===== src/rtl/irq_sched.sv =====
// Interrupt scheduler: latches rising edges of level sources as pending, picks the
// highest-priority unmasked one and sequences handler entry via hold/holdACK and EXL/IV.
module irq_sched #(
  parameter int unsigned NSRC = 4,
  parameter int unsigned wide = 32
) (
  input  logic            clk,
  input  logic            rst,
  input  logic [NSRC-1:0] irq,
  input  logic            we,
  input  logic [4:0]      addr,
  input  logic [wide-1:0] wd,
  output logic [wide-1:0] rd,
  input  logic [31:0]     pc_current,
  input  logic            intctrl,
  input  logic            holdACK,
  input  logic            eret,
  output logic            hold,
  output logic            EXL,
  output logic            IV,
  output logic [31:0]     epc
);

  localparam logic [4:0] AddrMask  = 5'b11000;
  localparam logic [4:0] AddrPend  = 5'b11001;
  localparam logic [4:0] AddrEpc   = 5'b11010;
  localparam logic [4:0] AddrCause = 5'b11011;

  typedef enum logic [1:0] {StIdle, StReq, StTake, StService} state_e;

  state_e          state_q, state_d;
  logic [NSRC-1:0] irq_q, rise, pm;
  logic [NSRC-1:0] mask_q, mask_d, pend_q, pend_d;
  logic            iv_en_q, iv_en_d, iv_q, iv_d;
  logic            cause_valid_q, cause_valid_d;
  logic [2:0]      cause_idx_q, cause_idx_d;
  logic [2:0]      win, win_q, win_d;
  logic            any;
  logic [31:0]     epc_q, epc_d;

  assign rise = irq & ~irq_q;

  // Lowest index wins: scan downward so the last hit is the smallest index.
  always_comb begin
    pm  = pend_q & mask_q;
    any = |pm;
    win = '0;
    for (int i = int'(NSRC) - 1; i >= 0; i--) begin
      if (pm[i]) win = 3'(i);
    end
  end

  always_comb begin
    state_d       = state_q;
    mask_d        = mask_q;
    iv_en_d       = iv_en_q;
    pend_d        = pend_q;
    win_d         = win_q;
    epc_d         = epc_q;
    cause_valid_d = cause_valid_q;
    cause_idx_d   = cause_idx_q;
    iv_d          = iv_q;

    if (we && addr == AddrMask) begin
      mask_d  = wd[NSRC-1:0];
      iv_en_d = wd[31];
    end
    if (we && addr == AddrPend) pend_d = pend_d & ~wd[NSRC-1:0];

    unique case (state_q)
      StIdle: begin
        if (any) win_d = win;
        if (any && !intctrl) state_d = StReq;
      end
      StReq: begin
        if (any) win_d = win;
        if (holdACK) state_d = StTake;
      end
      StTake: begin
        epc_d         = pc_current;
        cause_valid_d = 1'b1;
        cause_idx_d   = win_q;
        iv_d          = iv_en_q;
        for (int i = 0; i < int'(NSRC); i++) begin
          if (win_q == 3'(i)) pend_d[i] = 1'b0;
        end
        state_d = StService;
      end
      StService: begin
        if (eret) begin
          cause_valid_d = 1'b0;
          state_d       = StIdle;
        end
      end
      default: state_d = StIdle;
    endcase

    // A fresh edge beats both W1C and the auto-ack.
    pend_d = pend_d | rise;
  end

  always_ff @(posedge clk or negedge rst) begin
    if (!rst) begin
      state_q       <= StIdle;
      irq_q         <= '0;
      mask_q        <= '0;
      iv_en_q       <= 1'b0;
      pend_q        <= '0;
      win_q         <= '0;
      epc_q         <= '0;
      cause_valid_q <= 1'b0;
      cause_idx_q   <= '0;
      iv_q          <= 1'b0;
    end else begin
      state_q       <= state_d;
      irq_q         <= irq;
      mask_q        <= mask_d;
      iv_en_q       <= iv_en_d;
      pend_q        <= pend_d;
      win_q         <= win_d;
      epc_q         <= epc_d;
      cause_valid_q <= cause_valid_d;
      cause_idx_q   <= cause_idx_d;
      iv_q          <= iv_d;
    end
  end

  always_comb begin
    rd = '0;
    case (addr)
      AddrMask: begin
        rd[NSRC-1:0] = mask_q;
        rd[31]       = iv_en_q;
      end
      AddrPend:  rd[NSRC-1:0] = pend_q;
      AddrEpc:   rd = wide'(epc_q);
      AddrCause: begin
        rd[31]  = cause_valid_q;
        rd[2:0] = cause_idx_q;
      end
      default: rd = '0;
    endcase
  end

  assign hold = (state_q == StReq);
  assign EXL  = (state_q == StService);
  assign IV   = iv_q;
  assign epc  = epc_q;

endmodule


===== config.mk =====
export PLATFORM = sky130hd
export DESIGN_NAME = irq_sched
export DESIGN_NICKNAME = d
export VERILOG_FILES = /design/src/rtl/irq_sched.sv
export SDC_FILE = /design/constraint.sdc
export NUM_CORES = 1
export LEC_CHECK = 0
export BUFFER_PORTS_ARGS = -buffer_cell sky130_fd_sc_hd__buf_2
export CORE_MARGIN = 2
export CORE_UTILIZATION = 49
export CTS_BUF_LIST = sky130_fd_sc_hd__clkbuf_8
export CTS_CLUSTER_DIAMETER = 40
export DETAILED_ROUTE_END_ITERATION = 8
export PLACE_DENSITY = 0.87
export SLEW_MARGIN = 20
export SYNTH_ARGS = -nofsm -noshare
export SYNTH_HDL_FRONTEND = slang
export SYNTH_SLANG_ARGS = --single-unit

===== constraint.sdc =====
create_clock -name clk -period 4.6 [get_ports clk]
set_clock_uncertainty 0.1 [all_clocks]
set_input_delay 0 -clock clk [delete_from_list [all_inputs] [get_ports clk]]
set_output_delay 0 -clock clk [all_outputs]
set_load 0.02 [all_outputs]

==> results.ini <==
[outcome]
status=completed

[critical_path]
r2r-start=state_q[0]
reg2reg_depth=4
cp.arrival_ns=2.45
crit_type=flip-flop to flip-flop
path_max_fanout=41
worstSetupEndpointType=flip-flop
rr_endpoint=pend_q[0]
rrSetupSlack_ns=2.24
crit_required_ns=4.69
start_kind=flip-flop

[cells_and_area]
fin_util=0.761
fin_cells=425
area_growth_pct=46.8
final_common_cell=buf_2
antennaDiodeCount=0
drive_above_1_share=0.494
layout_common_cells=buf_2 (118), dfrtp_1 (53), dlygate4sd3_1 (43), mux2_2 (36), and2_1 (27)
nets=441

[placed_design]
place_congestion=0.804
place_hpwl_um=4120
portBuffers=118
place_ws_ns=2.28
placed_cells=374

[yosys]
syn_inst=197
synth_flop_cell=dfrtp_1
synth_cell_types=33
syn_area_um2=2500
synth_seq_cells=53
synth_area_leaders=dfrtp_1 (53%), mux2_2 (16%), and2_1 (6.8%), mux2_4 (3.0%), ha_1 (2.5%)
synth_top_area_cell=dfrtp_1
synth.top_cell.area_share=0.531
synth_nets=281
ys_warn_count=0
synthArstFlopShare=1.00
synth_edf_count=0
syn_avg_cell_area_um2=12.7
ys_seq_area_frac=0.531

[clock_tree]
clkTransAtPathRegs_ns=0.09
cts_setup_buffers=0
h-tree-depth=2
hold_buffers=43
cts_root_buf=clkbuf_8
max-clock-path-buffers=2
clock-sinks=53
ctsResizeCount=0
worstSkewPairLatency_ns=0.30
cts_tree=done
cts_buffers=5

[floorplan]
initial_core_util=0.518
die-area_um2=5680
io_pins=146
die_h_um=75.4
fp.dieW_um=75.4
rows=25
core_um2=4820

[grt]
grtUsageMet1=0.304
use_met3=0.0714
top_usage_layer=met2
grt_max_degree=54
gr-usage-all-layers=0.250
gr-total-overflow=0
grtUsageMet2=0.440
grt_pass1_vias=2135
grt_first_pass_wirelength_um=10600
antenna_found_initial=0

[timing]
period_share=0.514
hold_violations=0
grt_setup_unrepaired=no
worstMarginPinSlew_ns=0.941
slew_headroom=0.372
worst_hold_slack_ns=0.0227
max_freq_mhz=423
finalSetupViolations=0
fin_tns_setup_ns=0
min_period_ns=2.36
fin_ws_ns=2.24
maxSlewViolCount=0

[hold_path]
hp-start=holdACK
min_path_cells=3
whs_endpoint=state_q[0]
hp-class=input port to flip-flop

[flow_run]
max_cap_viol_count=0

[route]
drt-vias-per-instance=4.92
drtPass1Iterations=4
drc_errors=0
wl_per_cell_um=15.8
dr.first_iter.drc_count=89
final_antenna_net_count=0
via_count=2091
routed_wl_um=6710

[power_and_ir_drop]
p_leak_uw=0.00187
cellPowerDensity_nw_per_um2=566
vdd_ir_drop_max_uv=382

[power by group]
part	leakage, uW	internal, uW	switching, uW
clock	0.0000439	105	154
combinational	0.00120	460	507
sequential	0.000621	674	172
[state kept, by name, summed over array words and instances (netlist names)]
| name | cells |
|---|---|
| IV | 1 |
| cause_idx_q | 2 |
| cause_valid_q | 1 |
| epc | 32 |
| irq_q | 4 |
| iv_en_q | 1 |
| mask_q | 4 |
| pend_q | 4 |
| state_q | 2 |
| win_q | 2 |
[stage by stage]
step	area (um2)	power, uW
detailed placement	3150	1780
CTS	3660	2070
global route	3660	2200
global placement	3140	1740
floorplan	2500	1470
finish	3660	2070
[kinds of logic (layout without fill, tap and decap cells)]
group | count (synthesis) | after routing | share of synthesized area
fa+ha+maj | 5 | 5 | 0.0251
buf+inv | 19 | 180 | 0.0326
mux | 47 | 47 | 0.227
flops | 53 | 53 | 0.531
compound gates | 19 | 19 | 0.0526
simple gates | 54 | 54 | 0.132
[cells in the mapped netlist (2+ instances only)]
library cell,count
dfrtp_1,53
buf_1,4
o21ai_0,3
mux2_4,5
and2_1,27
clkbuf_1,2
buf_2,2
nand3b_1,2
mux2i_1,4
a32o_1,3
inv_1,10
a22oi_1,2
mux2_2,36
ha_1,5
nand2_1,5
a21oi_1,5
mux4_2,2
nor2_1,11
and2b_2,2
[how the worst max path moves through the flow]
stage,startpoint,endpoint,slack (ns),cells after the start
2_1_floorplan,state_q[1],state_q[1],2.93,5
3_3_place_gp,state_q[0],pend_q[0],2.28,4
3_5_place_dp,state_q[0],pend_q[0],2.28,4
4_1_cts,state_q[0],pend_q[0],2.24,4
5_1_grt,state_q[0],pend_q[0],2.13,4
6_report,state_q[0],pend_q[0],2.24,4
[worst max-delay path, cell delays in order (launching register included)]
cell and delay (ns):
dfrtp_1 0.42, inv_1 0.14, ha_2 0.82, or3b_2 0.50, a32o_1 0.27
[metal layers]
metal	part of all wire	vias to the layer above
li1	-	992
met1	0.41	995
met2	0.51	93
met3	0.071	11
met4	0.012	0
met5	0	-
[final cells by class]
type / instances / area, um2
inverter: 10 / 37.5
timing repair buffer: 162 / 1030
fill: 347 / 1150
multi-input combinational: 125 / 1100
sequential: 53 / 1330
clock inverter: 3 / 17.5
tap: 67 / 83.8
clock buffer: 5 / 68.8
Power figures use the tool's default switching activity.
